File: src/rtl/bus_arbiter.sv
// Slot-based bus owner arbitration (ADMA > DMA > CPU) with a saturating CPU-stall counter.
// Optional CPU fairness (forced CPU slot after BURST_MAX non-CPU slots): define SV_ARB_CPU_FAIRNESS_EN.
module bus_arbiter #(
   parameter int BURST_MAX = 16,
   parameter int CNT_W     = 5
) (
   input  logic        clk_sys,
   input  logic        reset,
   input  logic        slot_ce,
   input  logic        adma_req,
   input  logic        dma_req,
   output logic [1:0]  owner,
   output logic        cpu_ce_en,
   output logic        dma_grant,
   output logic        adma_grant,
   output logic        adma_ack,
   input  logic        stall_clr,
   output logic [15:0] stall_cnt
);

   localparam logic [1:0] OWN_CPU  = 2'b00;
   localparam logic [1:0] OWN_DMA  = 2'b01;
   localparam logic [1:0] OWN_ADMA = 2'b10;

   if (BURST_MAX < 1 || BURST_MAX >= (1 << CNT_W)) begin : g_bad_cfg
      $error("bus_arbiter: BURST_MAX must be 1..2**CNT_W-1");
   end

`ifdef SV_ARB_CPU_FAIRNESS_EN
   typedef enum logic [1:0] {ST_CPU, ST_DMA, ST_ADMA, ST_FORCE} state_t;
`else
   typedef enum logic [1:0] {ST_CPU, ST_DMA, ST_ADMA} state_t;
`endif

   state_t      state_q, state_d;
   logic [1:0]  owner_q, owner_d;
   logic        adma_ack_q, adma_ack_d;
   logic [15:0] stall_q, stall_d;
   logic        adma_want;

`ifdef SV_ARB_CPU_FAIRNESS_EN
   // An ADMA request seen on a forced CPU boundary is held until the next boundary.
   logic [CNT_W-1:0] burst_q, burst_d;
   logic             adma_pend_q, adma_pend_d;
   logic             force_slot;

   assign adma_want  = adma_req | adma_pend_q;
   assign force_slot = (burst_q == CNT_W'(BURST_MAX));

   always_comb begin
      burst_d     = burst_q;
      adma_pend_d = adma_pend_q;
      if (slot_ce) begin
         if (force_slot) begin
            burst_d     = '0;
            adma_pend_d = adma_want;
         end else begin
            adma_pend_d = 1'b0;
            burst_d     = (state_d == ST_CPU) ? '0 : burst_q + CNT_W'(1);
         end
      end
   end

   always_ff @(posedge clk_sys) begin
      if (reset) begin
         burst_q     <= '0;
         adma_pend_q <= 1'b0;
      end else begin
         burst_q     <= burst_d;
         adma_pend_q <= adma_pend_d;
      end
   end
`else
   assign adma_want = adma_req;
`endif

   always_ff @(posedge clk_sys) begin
      if (reset) begin
         state_q    <= ST_CPU;
         owner_q    <= OWN_CPU;
         adma_ack_q <= 1'b0;
         stall_q    <= '0;
      end else begin
         state_q    <= state_d;
         owner_q    <= owner_d;
         adma_ack_q <= adma_ack_d;
         stall_q    <= stall_d;
      end
   end

   always_comb begin
      state_d = state_q;
      if (slot_ce) begin
         if (adma_want)    state_d = ST_ADMA;
         else if (dma_req) state_d = ST_DMA;
         else              state_d = ST_CPU;
`ifdef SV_ARB_CPU_FAIRNESS_EN
         if (force_slot)   state_d = ST_FORCE;
`endif
      end
   end

   always_comb begin
      owner_d    = owner_q;
      adma_ack_d = 1'b0;
      if (slot_ce) begin
         case (state_d)
            ST_DMA:  owner_d = OWN_DMA;
            ST_ADMA: begin
               owner_d    = OWN_ADMA;
               adma_ack_d = 1'b1;
            end
            default: owner_d = OWN_CPU;
         endcase
      end
   end

   // Stall count is charged to the slot that is ending; a clear always wins.
   always_comb begin
      stall_d = stall_q;
      if (stall_clr)
         stall_d = '0;
      else if (slot_ce && owner_q != OWN_CPU && stall_q != 16'hFFFF)
         stall_d = stall_q + 16'd1;
   end

   assign owner      = owner_q;
   assign cpu_ce_en  = (owner_q == OWN_CPU);
   assign dma_grant  = (owner_q == OWN_DMA);
   assign adma_grant = (owner_q == OWN_ADMA);
   assign adma_ack   = adma_ack_q;
   assign stall_cnt  = stall_q;

endmodule

File: config.mk
export PLATFORM = sky130hd
export DESIGN_NAME = bus_arbiter
export DESIGN_NICKNAME = d
export VERILOG_FILES = /design/src/rtl/bus_arbiter.sv
export SDC_FILE = /design/constraint.sdc
export NUM_CORES = 1
export LEC_CHECK = 0
export ABC_AREA = 1
export CAP_MARGIN = 15
export CORE_MARGIN = 5
export CORE_UTILIZATION = 50
export CTS_CLUSTER_SIZE = 20
export DETAILED_ROUTE_END_ITERATION = 6
export PLACE_DENSITY = 0.82
export SLEW_MARGIN = 15
export SYNTH_ARGS = -nofsm -noshare
export SYNTH_HDL_FRONTEND = slang
export SYNTH_SLANG_ARGS = --single-unit
export TNS_END_PERCENT = 5
File: constraint.sdc
create_clock -name clk_sys -period 2.1 [get_ports clk_sys]
set_input_delay 0.42 -clock clk_sys [delete_from_list [all_inputs] [get_ports clk_sys]]
set_output_delay 0.42 -clock clk_sys [all_outputs]
set_load 0.01 [all_outputs]
==> results of run 1 <==
per-layer routing:
metal	vias to the layer above	share of wire	global-route usage
li1	589	-	-
met4	0	0.016	0.0625
met2	31	0.46	0.299
met1	507	0.46	0.232
met3	5	0.069	0.0396
met5	-	0	0
registers in the layout (all words and copies together), names as in the netlist:
register / flops
owner: 2
stall_cnt: 16
adma_ack: 1
synth_stat cells (all sizes together):
cell type	n	area [µm²]
a21oi	14	70.1
buf	2	12.5
clkbuf	1	3.75
dfxtp	19	380
ha	1	12.5
inv	16	60.1
nand2	41	154
nand3	13	65.1
nand3b	2	15.0
nand4	2	12.5
nor2	49	204
nor3	1	5.00
o21ai	6	33.8
o21bai	1	7.51
final cells by class:
class                   count  area, µm²  area share
clock buffers               4       26.3      0.0191
inverters                  16       60.1      0.0438
multi-input cells         130        579       0.422
flip-flops and latches     19        380       0.277
well taps                  27       33.8      0.0246
repair buffers             30        293       0.213
where the power goes:
part           internal (mW)  switching, mW
clock                 0.0740          0.111
combinational         0.0318         0.0330
sequential             0.364        0.00467
cells by family (layout without fill, tap and decap cells):
kind of cell    count (synthesis)  count (layout)
flops                          19              19
compound gates                 21              21
buf+inv                        19              50
fa+ha+maj                       1               1
simple gates                  108             108
tightest hold or removal path: stages (launching register included):
cell,delay (ns)
dfxtp_1,0.35
a21oi_1,0.11
nor2_1,0.05
cell usage in the layout, fill, tap and decap left out:
cell type and count:
nor2_1 45, nand2_1 41, clkdlybuf4s50_1 27, dfxtp_1 19
inv_1 14, a21oi_1 14, nand3_1 13, o21ai_0 4
clkbuf_4 3, buf_4 3, nor2_2 2, nand4_1 2
inv_2 2, nor2_4 2, nand3b_1 2, o21ai_1 1
o21ai_2 1, o21bai_1 1, nor3_1 1, ha_1 1
clkbuf_1 1
path summary, 6_finish.rpt:
path	startpoint	depth (start not counted)	to	slack (ns)
setup reg to reg	stall_cnt[0]	7	stall_cnt[10]	0.57
setup / recovery	owner[0]	2	cpu_ce_en	0.25
hold reg to reg	stall_cnt[14]	2	stall_cnt[14]	0.54
hold / removal	stall_cnt[14]	2	stall_cnt[14]	0.54
==> results.toml, run 1 <==
[floorplanning]
initial_core_util = 0.528
die_w_um = 55.5
dieHeight_um = 55.5
fp.coreArea_um2 = 1960
die_area_um2 = 3080
rows = 16
ios = 28

[layout]
fin_cells = 226
finish.utilization = 0.700
drive_above_1_share = 0.0653
diodes = 0
nets = 207
design_area_um2 = 1370
n_fill_cell = 185
area.growth.synth_to_final_pct = 32.5

[critical_path]
setup.worst_path.class = "reg2out"
endpoint_kind = "primary output"
critPathTopFamily = "buffers and inverters"
cp-start-kind = "flop"
cpPeakStageDelay_ns = 0.57
worstPathCellList = "nor2_2 > clkdlybuf4s50_1"
crit_path_top_delay_cell = "clkdlybuf4s50_1"
path_max_fanout = 6
worstPathArrival_ns = 1.43
cp.required_ns = 1.68
critPathBufInv = 1

[clock_tree]
cts_root_buf = "clkbuf_4"
cts_buffer_depth = 2
cts-resized-gates = 0
htreeDepth = 1
cts_tree = "built"
clk_latency_ns = 0.30
path_clk_slew_ns = 0.10
post_cts_buffers = 0
cts_sinks = 19
numCtsBuffers = 3
hold_buffers = 0

[drt]
viasPerCell = 5.01
drc = 0
wl_per_cell_um = 11.3
wl_um = 2570
initialDrtViolationCount = 48
vias = 1132
ant_nets = 0
first_pass_iters = 4

[logic_synthesis]
syn_area_um2 = 1040
synth_compound_area_frac = 0.107
synth_top_family_by_area = "simple AND/OR/NAND/NOR gates"
ys_seq_area_frac = 0.367
synth-simple-area-share = 0.440
yosys.area_share.xor_xnor = 0
synth-seq-cells = 19
netlist_instances = 168
synth_nets = 175
yosys.area_share.adder = 0.0121
synthMuxAreaShare = 0
yosysUniqueCellTypes = 20
yosysWarnings = 0
avgSynthCellArea_um2 = 6.17

[placement]
postPlaceCellArea_um2 = 1350
gp_congestion = 0.857
port_buffers = 27
post-place-cells = 222
dp.final_hpwl_um = 2010
pre_cts_slack_ns = 0.282

[sta]
worst_slack_ns = 0.252
setup_tns_ns = 0
rsz0062_at_grt = "false"
hold_slack_ns = 0.536
setup_viol = 0
hold_viol_final = 0
fin_crit_sh = 0.880
slew_viol_final = 0
max_freq_mhz = 541
finalClockSkew_ns = 0.00221
tightest_slew_ns = 0.385
slew_headroom = 0.741
finalCriticalPeriod_ns = 1.85

[global_routing]
antenna_found_initial = 0
grt_pass1_wl_um = 4680
grt_max_degree = 17
grt_pass1_vias = 1089
grtUsageTotal = 0.182
grt_overflow = 0

[power]
total_power_mw = 0.619
p_leak_nw = 0.456
p_per_area_nw_per_um2 = 451
irDropWorstVdd_mv = 0.364

[run_status]
status = "finished clean"

[flow_run]
drv_cap = 0

[min_path]
hold_class = "reg2reg"
No activity file was read; power rests on OpenSTA's default activity.
==> inputs of run 2 (changes only) <==
--- a/config.mk
+++ b/config.mk
@@ -8,10 +8,10 @@
 export ABC_AREA = 1
 export CAP_MARGIN = 15
 export CORE_MARGIN = 5
-export CORE_UTILIZATION = 50
+export CORE_UTILIZATION = 42
 export CTS_CLUSTER_SIZE = 20
 export DETAILED_ROUTE_END_ITERATION = 6
-export PLACE_DENSITY = 0.82
+export PLACE_DENSITY = 0.74
 export SLEW_MARGIN = 15
 export SYNTH_ARGS = -nofsm -noshare
 export SYNTH_HDL_FRONTEND = slang
==> constraint.sdc (replaced) <==
create_clock -name clk_sys -period 1.6 [get_ports clk_sys]
set_input_delay 0.32 -clock clk_sys [delete_from_list [all_inputs] [get_ports clk_sys]]
set_output_delay 0.32 -clock clk_sys [all_outputs]
set_load 0.01 [all_outputs]
==> run 2 against run 1 <==
Against the previous run: worst hold slack worse by 0.021 ns; cell count up 2.2%; final area up 4.2%; largest cell class unchanged.
==> results.toml, run 2 (same netlist as run 1, synthesis figures left out) <==
[run_status]
status = "finished clean"

[clock_tree]
cts_root_buf = "clkbuf_4"
path_clk_slew_ns = 0.10
cts_buffer_depth = 2
htreeDepth = 1
hold_buffers = 0
cts_tree = "built"
numCtsBuffers = 3
clk_latency_ns = 0.29
post_cts_buffers = 0
cts_sinks = 19

[sta]
fin_crit_sh = 0.974
slew_viol_final = 0
finalClockSkew_ns = 0.00347
finalCriticalPeriod_ns = 1.56
slew_headroom = 0.724
tightest_slew_ns = 0.412
hold_slack_ns = 0.515
setup_viol = 0
max_freq_mhz = 642
hold_viol_final = 0

[min_path]
whs_path_depth = 2
whs_endpoint = "stall_cnt[11]"
hold_start = "stall_cnt[11]"
hold_class = "reg2reg"

[floorplanning]
fp.coreArea_um2 = 2410
ios = 28
initial_core_util = 0.430
die_area_um2 = 3560
rows = 18
dieHeight_um = 59.7
die_w_um = 59.7

[critical_path]
worstPathArrival_ns = 1.24
regToRegEndpoint = "stall_cnt[10]"
crit_path_top_delay_cell = "clkdlybuf4s50_1"
worstPathCellList = "clkdlybuf4s50_1"
cp-start-kind = "flop"
endpoint_kind = "primary output"
rr_startpoint = "stall_cnt[0]"
reg2reg_depth = 7
cp.required_ns = 1.28
critPathTopFamily = "buffers and inverters"
cpPeakStageDelay_ns = 0.55
critPathBufInv = 1
path_max_fanout = 5
r2r_slack_ns = 0.13
setup.worst_path.class = "reg2out"

[layout]
n_fill_cell = 222
nets = 209
area.growth.synth_to_final_pct = 38.0
final_common_cell = "nor2_1"
largest_reg_flops = 16
final_cell_mix = "nor2_1 (45), nand2_1 (41), clkdlybuf4s50_1 (24)"
diodes = 0
design_area_um2 = 1430
drive_above_1_share = 0.164

[placement]
postPlaceCellArea_um2 = 1370
port_buffers = 27
dp.final_hpwl_um = 2030
gp_congestion = 0.869

[global_routing]
globalRouteMet1Util = 0.221
grtUsageTotal = 0.162
grt_overflow = 0
met2_usage = 0.252
grt_pass1_vias = 1012
grt_max_degree = 17
antenna_found_initial = 0
grt_pass1_wl_um = 4460
grtUsageMet3 = 0.0324
top_usage_layer = "met2"

[flow_run]
drv_cap = 0

[drt]
ant_nets = 0
drc = 0
initialDrtViolationCount = 57
wl_um = 2710
viasPerCell = 5.01
vias = 1158
first_pass_iters = 4
wl_per_cell_um = 11.7

[power]
p_per_area_nw_per_um2 = 561
p_leak_nw = 0.499
irDropWorstVdd_mv = 0.375
## run 2: through the flow
stage               setup TNS, ns  instances  utilization  total power [mW]  worst slack (ns)
floorplan                       0        168            -             0.534             0.199
detailed placement         -0.109        227        0.566             0.583           -0.0438
global placement          -0.0171        227        0.566             0.581           -0.0171
global route             -0.00642        231        0.593             0.847          -0.00642
CTS                       -0.0998        231        0.584             0.827           -0.0998
finish                          0        231        0.593             0.802            0.0420
## run 2: power by group
part | leakage, nW | total [mW] | internal, mW | switching (mW)
Combinational | 0.320 | 0.0846 | 0.0422 | 0.0424
Sequential | 0.164 | 0.479 | 0.472 | 0.00648
Clock | 0.0150 | 0.239 | 0.0971 | 0.142
Total | 0.499 | 0.802 | 0.612 | 0.191
## run 2: repair_timing
action / CTS / global route
endpoints found under the setup margin: 18 / 13
resized for setup: 17 / 10
gates cloned: 0 / 0
pin swaps: 0 / 1
## run 2: final cells by class
cell class,count,area (µm²),area share
clock buffers,4,26.3,0.0184
repair buffers,32,312,0.218
multi-input cells,130,579,0.405
inverters,16,60.1,0.0420
well taps,30,37.5,0.0262
flip-flops and latches,19,415,0.290
## run 2: worst max-delay path by stage
stage	from	endpoint	slack [ns]	depth (start not counted)
after detailed placement	slot_ce	stall_cnt[13]	-0.04	8
after global placement	slot_ce	stall_cnt[13]	-0.02	8
after floorplan	stall_cnt[1]	stall_cnt[10]	0.20	7
after global routing	stall_cnt[1]	stall_cnt[9]	-0.006	7
final	stall_cnt[7]	stall_cnt[7]	0.04	1
after CTS	owner[0]	dma_grant	-0.1	3
## run 2: routing by layer
metal / vias up / wire (µm)
li1: 602 / -
met1: 526 / 1290
met2: 25 / 1280
met3: 5 / 105
met4: 0 / 39
met5: - / 0
